## src/rtl/dp32_acc_if.sv

```systemverilog
// Beat/result handshake bundle between a dp32 producer, the dp32_acc
// accumulator and the consumer of finished dot products.
interface dp32_acc_if #(
  parameter int ACC_W = 72,
  parameter int CNT_W = 16
);
  // Input beat side
  logic [2:0]       mode;
  logic             in_valid;
  logic             in_ready;
  logic             in_last;
  logic [63:0]      mul_int32;
  logic [32:0]      sum_int16;
  logic [17:0]      sum_int8;
  logic [10:0]      sum_int4;
  logic [7:0]       sum_int2;
  // Result side
  logic [ACC_W-1:0] acc_out;
  logic [CNT_W-1:0] beats;
  logic             ovf;
  logic             mode_err;
  logic             out_valid;
  logic             out_ready;

  // Environment side: feeds beats, consumes results
  modport master (
    output mode, in_valid, in_last, mul_int32, sum_int16, sum_int8,
           sum_int4, sum_int2, out_ready,
    input  in_ready, acc_out, beats, ovf, mode_err, out_valid
  );

  // Accumulator side
  modport slave (
    input  mode, in_valid, in_last, mul_int32, sum_int16, sum_int8,
           sum_int4, sum_int2, out_ready,
    output in_ready, acc_out, beats, ovf, mode_err, out_valid
  );
endinterface

```

## src/rtl/dp32_acc.sv

```systemverilog
// dp32_acc: accumulates dp32 lane sums, one per accepted beat, into a wide
// register until a last-flagged beat, then holds the dot product on the
// output handshake until the consumer takes it.
module dp32_acc #(
  parameter int ACC_W = 72,
  parameter int CNT_W = 16
) (
  input  logic     CLK,
  input  logic     rst,
  dp32_acc_if.slave bus
);
  localparam int EXT_W = ACC_W + 1;

  localparam logic [1:0] S_IDLE = 2'd0;
  localparam logic [1:0] S_ACC  = 2'd1;
  localparam logic [1:0] S_DONE = 2'd2;

  logic [1:0]       r_state;
  logic [2:0]       r_mode;
  logic [ACC_W-1:0] r_acc;
  logic [CNT_W-1:0] r_beats;
  logic             r_ovf;
  logic             r_mode_err;

  logic             w_in_ready;
  logic             w_accept;
  logic [2:0]       w_sel_mode;
  logic [EXT_W-1:0] w_sel;
  logic [EXT_W-1:0] w_sum;

  // The first beat of a vector is steered by the mode port; later beats use
  // the mode latched at that first beat so mid-vector mode changes are inert.
  assign w_in_ready = (r_state == S_IDLE) || (r_state == S_ACC);
  assign w_accept   = bus.in_valid && w_in_ready;
  assign w_sel_mode = (r_state == S_IDLE) ? bus.mode : r_mode;
  assign w_sum      = {1'b0, r_acc} + w_sel;

  // Pick the lane sum for the active precision, zero-extended; illegal modes add 0
  always_comb begin
    // NOTE: default assignment first so no path through the case leaves w_sel unassigned (no latch).
    w_sel = '0;
    case (w_sel_mode)
      3'd0:    w_sel = EXT_W'(bus.mul_int32);
      3'd1:    w_sel = EXT_W'(bus.sum_int16);
      3'd2:    w_sel = EXT_W'(bus.sum_int8);
      3'd3:    w_sel = EXT_W'(bus.sum_int4);
      3'd4:    w_sel = EXT_W'(bus.sum_int2);
      default: w_sel = '0;
    endcase
  end

  // Vector FSM: start on first beat, accumulate, hold result until taken
  always_ff @(posedge CLK or posedge rst) begin
    if (rst) begin
      r_state    <= S_IDLE;
      r_mode     <= 3'd0;
      r_acc      <= '0;
      r_beats    <= '0;
      r_ovf      <= 1'b0;
      r_mode_err <= 1'b0;
    end else begin
      // NOTE: non-blocking assignments so every register samples pre-edge values.
      case (r_state)
        S_IDLE: begin
          if (w_accept) begin
            r_mode     <= bus.mode;
            r_acc      <= w_sel[ACC_W-1:0];
            r_beats    <= CNT_W'(1);
            r_ovf      <= 1'b0;
            r_mode_err <= (bus.mode > 3'd4);
            r_state    <= bus.in_last ? S_DONE : S_ACC;
          end
        end
        S_ACC: begin
          if (w_accept) begin
            r_acc <= w_sum[ACC_W-1:0];
            r_ovf <= r_ovf | w_sum[ACC_W];
            if (r_beats != {CNT_W{1'b1}}) begin
              r_beats <= r_beats + CNT_W'(1);
            end
            if (bus.in_last) begin
              r_state <= S_DONE;
            end
          end
        end
        S_DONE: begin
          if (bus.out_ready) begin
            r_state    <= S_IDLE;
            r_acc      <= '0;
            r_beats    <= '0;
            r_ovf      <= 1'b0;
            r_mode_err <= 1'b0;
          end
        end
        default: r_state <= S_IDLE;
      endcase
    end
  end

  assign bus.in_ready  = w_in_ready;
  assign bus.out_valid = (r_state == S_DONE);
  assign bus.acc_out   = r_acc;
  assign bus.beats     = r_beats;
  assign bus.ovf       = r_ovf;
  assign bus.mode_err  = r_mode_err;
endmodule

```

## src/flat_wrapper.sv

```systemverilog
// flat-port wrapper written by rule: the top's interface ports become plain ports
module dp32_acc_flat 
#(
  parameter int ACC_W = 72,
  parameter int CNT_W = 16
)
  (CLK, rst, bus_mode, bus_in_valid, bus_in_last, bus_mul_int32, bus_sum_int16, bus_sum_int8, bus_sum_int4, bus_sum_int2, bus_out_ready, bus_in_ready, bus_acc_out, bus_beats, bus_ovf, bus_mode_err, bus_out_valid);
  dp32_acc_if #(.ACC_W(ACC_W), .CNT_W(CNT_W)) bus_i ();
  input  logic CLK;
  input  logic rst;
  input wire logic [$bits(bus_i.mode)-1:0] bus_mode;
  input wire logic [$bits(bus_i.in_valid)-1:0] bus_in_valid;
  input wire logic [$bits(bus_i.in_last)-1:0] bus_in_last;
  input wire logic [$bits(bus_i.mul_int32)-1:0] bus_mul_int32;
  input wire logic [$bits(bus_i.sum_int16)-1:0] bus_sum_int16;
  input wire logic [$bits(bus_i.sum_int8)-1:0] bus_sum_int8;
  input wire logic [$bits(bus_i.sum_int4)-1:0] bus_sum_int4;
  input wire logic [$bits(bus_i.sum_int2)-1:0] bus_sum_int2;
  input wire logic [$bits(bus_i.out_ready)-1:0] bus_out_ready;
  output wire logic [$bits(bus_i.in_ready)-1:0] bus_in_ready;
  output wire logic [$bits(bus_i.acc_out)-1:0] bus_acc_out;
  output wire logic [$bits(bus_i.beats)-1:0] bus_beats;
  output wire logic [$bits(bus_i.ovf)-1:0] bus_ovf;
  output wire logic [$bits(bus_i.mode_err)-1:0] bus_mode_err;
  output wire logic [$bits(bus_i.out_valid)-1:0] bus_out_valid;
  assign bus_i.mode = bus_mode;
  assign bus_i.in_valid = bus_in_valid;
  assign bus_i.in_last = bus_in_last;
  assign bus_i.mul_int32 = bus_mul_int32;
  assign bus_i.sum_int16 = bus_sum_int16;
  assign bus_i.sum_int8 = bus_sum_int8;
  assign bus_i.sum_int4 = bus_sum_int4;
  assign bus_i.sum_int2 = bus_sum_int2;
  assign bus_i.out_ready = bus_out_ready;
  assign bus_in_ready = bus_i.in_ready;
  assign bus_acc_out = bus_i.acc_out;
  assign bus_beats = bus_i.beats;
  assign bus_ovf = bus_i.ovf;
  assign bus_mode_err = bus_i.mode_err;
  assign bus_out_valid = bus_i.out_valid;
  dp32_acc #(.ACC_W(ACC_W), .CNT_W(CNT_W)) u_core (.CLK(CLK), .rst(rst), .bus(bus_i));
endmodule
```

## config.mk

```make
export PLATFORM = sky130hd
export DESIGN_NAME = dp32_acc_flat
export DESIGN_NICKNAME = d
export VERILOG_FILES = /design/src/rtl/dp32_acc_if.sv /design/src/rtl/dp32_acc.sv /design/src/flat_wrapper.sv
export SDC_FILE = /design/constraint.sdc
export NUM_CORES = 1
export LEC_CHECK = 0
export ABC_AREA = 1
export BUFFER_PORTS_ARGS = -buffer_cell sky130_fd_sc_hd__buf_2
export CORE_ASPECT_RATIO = 0.8
export CORE_UTILIZATION = 58
export CTS_CLUSTER_SIZE = 25
export DETAILED_ROUTE_END_ITERATION = 10
export PLACE_DENSITY = 0.79
export SETUP_SLACK_MARGIN = 0.4
export SLEW_MARGIN = 20
export SYNTH_ARGS = -nofsm -noshare
export SYNTH_HDL_FRONTEND = slang
export SYNTH_SLANG_ARGS = --single-unit
```

## constraint.sdc

```tcl
create_clock -name CLK -period 4.3 [get_ports CLK]
set_input_delay 0.43 -clock CLK [delete_from_list [all_inputs] [get_ports CLK]]
set_output_delay 0.43 -clock CLK [all_outputs]
set_load 0.05 [all_outputs]
```

After elaboration in Yosys (flattened, before gate mapping)
Cells that the tools add are included.
{"block": "classes", "n_addsub": 2, "n_lt_le_gt_ge": 1, "n_eq_ne": 12, "muxes": 23, "n_bitwise": 1, "reduce_logical": 11}
{"cell": "64-bit one-hot mux with 5 select lines", "n": 1}
{"cell": "72-bit 2-to-1 mux", "n": 3}
{"cell": "72-bit one-hot mux with 3 select lines", "n": 1}
{"cell": "72-bit by 64-bit adder with 73-bit output", "n": 1}
{"cell": "16-bit 2-to-1 mux", "n": 4}
{"cell": "16-bit one-hot mux with 3 select lines", "n": 1}
{"cell": "16-bit by 1-bit adder with 16-bit output, second input constant", "n": 1}
{"cell": "16-bit inequality test, second input constant", "n": 1}
{"cell": "2-bit 2-to-1 mux", "n": 5}
{"cell": "4-bit AND reduction", "n": 2}
{"cell": "3-bit by 2-bit == test with 1-bit output, second input constant", "n": 2}
{"cell": "2-bit inequality test, second input constant", "n": 3}
{"cell": "2-bit one-hot mux with 3 select lines", "n": 1}
{"cell": "5-bit AND reduction", "n": 1}
{"cell": "1-bit 2-to-1 mux", "n": 4}
{"cell": "2-bit by 1-bit inequality test with 1-bit output, second input constant", "n": 2}
{"cell": "3-bit by 1-bit == test with 1-bit output, second input constant", "n": 1}
{"cell": "3-bit == test, second input constant", "n": 1}
{"cell": "3-bit > comparator, second input constant", "n": 1}
{"cell": "3-bit logical NOT", "n": 1}
{"cell": "3-bit 2-to-1 mux", "n": 1}
{"cell": "1-bit one-hot mux with 3 select lines", "n": 1}
{"cell": "3-bit AND reduction", "n": 1}
{"cell": "3-bit nonzero test", "n": 1}
{"cell": "9 further kinds", "n": 9}
{"block": "totals", "register_bits": 95, "output_inout_bits": 92}

Depth between registers and ports, before layout
{"block": "logic_depth", "ltp_word": 8, "depth_mapped": 28}

Worst setup path after synthesis
Ideal clock, no wire load.
{"block": "synth_path", "path_kind": "register to register", "start": "register u_core.r_state[0]", "end": "register u_core.r_acc[64] (netlist: u_core.bus.acc_out[64])", "arrival_ps": 3302, "required_time_ps": 4182, "path_slack_ps": 880, "path_stages_with_launch": 25, "synth_period_minus_slack_ps": 3420, "path_cell_list": "dfrtp_1 > inv_1 > ha_1 > buf_6 > o21ai_2 > inv_1 > nor3_2 > buf_2 > nand2_1 > nand4_1 > ha_1 > inv_1 > fa_1 > nor2_1 > o21ai_0 > nand2_1 > nand2_1 > nand3_1 > nand2_1 > nand2_1 > nand2_1 > nand2_1 > nand2_1 > nand3_1 > nand2_1"}
{"block": "synth_via", "elab_chain_cells": 7}
{"item": "from (decl)", "line_no": "dp32_acc.sv:18", "rtl": "logic [1:0] r_state;"}
{"item": "from (signal assigned)", "line_no": "dp32_acc.sv:71", "rtl": "r_state <= bus.in_last ? S_DONE : S_ACC;"}
{"item": "2-bit logical NOT", "line_no": "dp32_acc.sv:33, dp32_acc.sv:35, dp32_acc.sv:63"}
{"item": "3-bit 2-to-1 mux", "line_no": "dp32_acc.sv:35", "rtl": "assign w_sel_mode = (r_state == S_IDLE) ? bus.mode : r_mode;"}
{"item": "3-bit == test, or another cell as far along", "line_no": "dp32_acc.sv:42", "rtl": "case (w_sel_mode)"}
{"item": "64-bit one-hot mux with 5 select lines", "line_no": "dp32_acc.sv:42"}
{"item": "72-bit by 64-bit adder with 73-bit output", "line_no": "dp32_acc.sv:36", "rtl": "assign w_sum = {1'b0, r_acc} + w_sel;"}
{"item": "72-bit 2-to-1 mux", "line_no": "dp32_acc.sv:75", "rtl": "if (w_accept) begin"}
{"item": "72-bit one-hot mux with 3 select lines", "line_no": "dp32_acc.sv:63", "rtl": "case (r_state)"}
{"item": "to (signal assigned)", "line_no": "dp32_acc.sv:67", "rtl": "r_acc <= w_sel[ACC_W-1:0];"}
{"item": "to (signal assigned)", "line_no": "dp32_acc.sv:76", "rtl": "r_acc <= w_sum[ACC_W-1:0];"}
{"item": "to (decl)", "line_no": "dp32_acc.sv:20", "rtl": "logic [ACC_W-1:0] r_acc;"}
Several ways; a longest one is shown, not always the timed one. The select of a mux whose other input is x is not followed.
A chain may end at the register's enable or synchronous reset.

Final worst setup path
{"block": "layout_path", "start": "register u_core.r_state[0]", "end": "register u_core.r_acc[63] (netlist: u_core.bus.acc_out[63])"}
The elaborated chain is that of the path after synthesis.

==> metrics.cfg <==
[clocking]
clk_latency_ns=0.37
cts-root-buf=clkbuf_16
cts.sinks=95
cts_tree=done
cts_buffers=9
clockBufferDepth=2
htree_num_levels=3
path_clk_slew_ns=0.08

[critical_path]
crit_chain=inv_1 -> ha_4 -> nand2_1 -> o21ai_4 -> nand3_1 -> inv_1 -> buf_12 -> a22oi_1 -> nand4_1 -> ha_4 -> nand2_1 -> nor2_1 -> nand3_1 -> nand2_2 -> nand2_1 -> nand2_1 -> nand2_1 -> nand2_2 -> nand2_2 -> nand3_1 -> nand3_1 -> a21oi_1
startpoint_type=flip-flop
crit_buf_inv=3
worst_path_max_delay_cell=dfrtp_1
critPathMaxStageDelay_ns=0.42
path_class=reg -> reg
cp_max_fo=31
worst_ep_required_time_ns=4.59
critical_path_arrival_ns=4.16
critPathTopFamily=simple AND/OR/NAND/NOR gates
crit_path_end_kind=flip-flop
crit_top_cell=nand2_1

[grt]
grt_max_degree=65
grt_pass1_wl_um=71900
gr-usage-all-layers_pct=43.0
grt_antenna_before_repair=0
grt-ovfl-total=0
grt_pass1_vias=13803

[yosys]
netlist_top_cells_count=932 x nand2_1, 461 x inv_1, 195 x nor2_1
syn-num-nets=2478
synth_largest_area_cell=nand2_1
synth_top_family_by_area=simple AND/OR/NAND/NOR gates
synth_edf_count=0
syn_area_um2=12100
netlist_instances=2266
synthAdderAreaFrac_pct=7.27
post-synth-top-count-cell=nand2_1
synth_xor_area_share_pct=0.216
yosysSeqAreaShare_pct=19.6
synthSimpleGateAreaFrac_pct=45.5
synth_ff_type=dfrtp_1
synthTopCellsByArea=nand2_1 29%, dfrtp_1 20%, inv_1 14%, ha_1 7.1%, nor2_1 6.0%
ys_seq_elements=95
avgSynthCellArea_um2=5.36
synth_top_area_share_pct=28.8
synthMuxAreaShare_pct=0
async_flop_share_pct=100
synth-compound-area-share_pct=11.1
ys_warn_count=0
netlist-cell-type-count=52

[power_and_ir_drop]
p_int_mw=3.60
netSwitchingFraction_pct=61.4
comb_power_share_pct=75.4
max-vdd-ir-drop_mv=0.750
switching_power_mw=5.72
power.static_leakage_nw=8.82
powerDensity_nw_per_um2=655
power_frac_seq_pct=15.4
clockPowerShare_pct=9.2

[hold_path]
worstHoldPathType=in -> async

[sta]
fin_setup_tns_ns=0
fmax_mhz=259
rsz0062_at_grt=yes
hold_violations=0
drv_slew=0
setup_viol=0
timing.final.crit_share_pct=89.9
relSlewSlack_pct=34.6
tightest_slew_ns=0.981
worst_slack_ns=0.432
fin_crit_ns=3.87
clock_skew_ns=0.00873

[route]
drtPass1Iterations=6
num_vias=15500
drt-total-wl_um=47500
ant_nets=0
wl_per_cell_um=17.2
drc=0
drtIter0Drc=2198
viasPerCell=5.61

[die]
rows=46
die-area_um2=21500
die_width_um=164
core_um2=20100
die_h_um=131
initial_core_util_pct=60.3
ioPinCount=234

[layout]
fin_util_pct=70.6
layout.nets=2707
diodes=0
fill_cells=1885
area_growth_pct=17.1
drive_gt1_share_pct=15.7

[place]
place.port_buffers=233
preCtsSetupSlack_ns=0.114
gp_congestion=1.05
place_hpwl_um=37500

[outcome]
status=finished, final reports clean

[run]
cap_viol_max_count=0

-- what timing repair did --
action / in CTS / in global routing
gates cloned: 0 / 1
endpoints found under the hold margin: 0 / 0
buffers inserted: 0 / 5
endpoints found under the setup margin: 47 / 49
gates resized for setup: 8 / 70
hold buffers: 0 / 0
pin swaps: 0 / 4
-- layout make-up --
cell class / instances / area, um2 / share of cell area [%]
clock inverter: 7 / 63.8 / 0.448
timing repair buffer: 256 / 1400 / 9.80
tap: 264 / 330 / 2.32
inverter: 475 / 1790 / 12.5
multi-input combinational: 1658 / 8050 / 56.6
clock buffer: 9 / 225 / 1.58
sequential: 95 / 2380 / 16.7
-- final timing paths --
check                                                start                                 end  slack [ns]  depth (start not counted)
max                          u_core.r_state[0]$_DFFE_PP0P_  u_core.bus.acc_out[63]$_DFFE_PP0P_        0.43                         22
min                                                    rst  u_core.bus.acc_out[57]$_DFFE_PP0P_        0.23                          2
max reg2reg                  u_core.r_state[0]$_DFFE_PP0P_  u_core.bus.acc_out[63]$_DFFE_PP0P_        0.43                         22
min reg2reg                u_core.bus.beats[6]$_DFFE_PP0P_     u_core.bus.beats[6]$_DFFE_PP0P_        0.52                          1
max in group asynchronous                              rst  u_core.bus.acc_out[28]$_DFFE_PP0P_        3.06                          3
min in group CLK                               bus_in_last       u_core.r_state[0]$_DFFE_PP0P_        0.30                          2
-- metrics by stage --
step	total power [mW]	cells	hold WS, ns	area [um2]
3_5_place_dp	7.89	2742	0.497	13600
6_report	9.32	2764	0.233	14200
2_1_floorplan	6.22	2266	0.474	12100
3_3_place_gp	7.70	2742	0.490	13600
5_1_grt	9.94	2764	0.295	14200
4_1_cts	8.80	2758	0.249	13900
-- worst reg2reg max path, delay by kind of cell, from the launching register on --
| family | cells | cell delay (ns) |
|---|---|---|
| DFF | 1 | 0.42 |
| adders and majority gates | 2 | 0.60 |
| and+or+nand+nor | 14 | 1.91 |
| buffers and inverters | 3 | 0.39 |
| AOI/OAI and AO/OA | 3 | 0.46 |
-- state kept, by name, indices dropped and copies added (netlist names) --
register	count
u_core.bus.beats	16
u_core.r_mode	3
u_core.bus.ovf	1
u_core.r_state	2
u_core.bus.mode_err	1
u_core.bus.acc_out	72
-- power by group through the flow --
stage,Clock [mW],Combinational (mW),Sequential [mW]
floorplan,0,4.00,2.22
global route,0.888,7.59,1.46
finish,0.860,7.03,1.43
global placement,0,6.28,1.41
detailed placement,0,6.46,1.43
CTS,0.854,6.53,1.41
-- cell usage in the layout (no fill, tap or decap), types with 3 or more instances in the layout --
cell / n
clkbuf_16: 10
buf_12: 3
ha_1: 62
nand3_1: 110
nand2_1: 913
a22o_1: 15
ha_2: 3
a21oi_1: 113
buf_4: 17
or2_2: 5
dfrtp_1: 95
inv_2: 17
a21oi_2: 10
inv_1: 456
ha_4: 4
nand4_1: 26
nor3_1: 23
inv_6: 4
nor3_2: 4
o21ai_0: 38
nor2_1: 185
and2_1: 4
nand3_2: 6
nand2_2: 20
nor2_2: 35
a22oi_1: 25
o211ai_1: 3
nand3b_1: 8
o21a_1: 4
o21ai_1: 4
nor2_4: 3
nor3_4: 3
buf_2: 233
-- metal layers --
layer	up-vias	wire, um	GRT usage (%)	part of all wire [%]
li1	7389	-	-	-
met1	6932	19700	62.4	41
met2	1039	19700	62.7	41
met3	140	6690	9.47	14
met4	0	1490	13.1	3.1
met5	-	0	0	0
-- kinds of logic after synthesis --
| kind of cell | Yosys count |
|---|---|
| buffers and inverters | 513 |
| XOR/XNOR | 3 |
| AND/OR/NAND/NOR | 1355 |
| adder cells (fa/ha/maj) | 70 |
| flip-flops | 95 |
| AO/OA/AOI/OAI | 230 |
No activity file was read; power rests on OpenSTA's default activity.
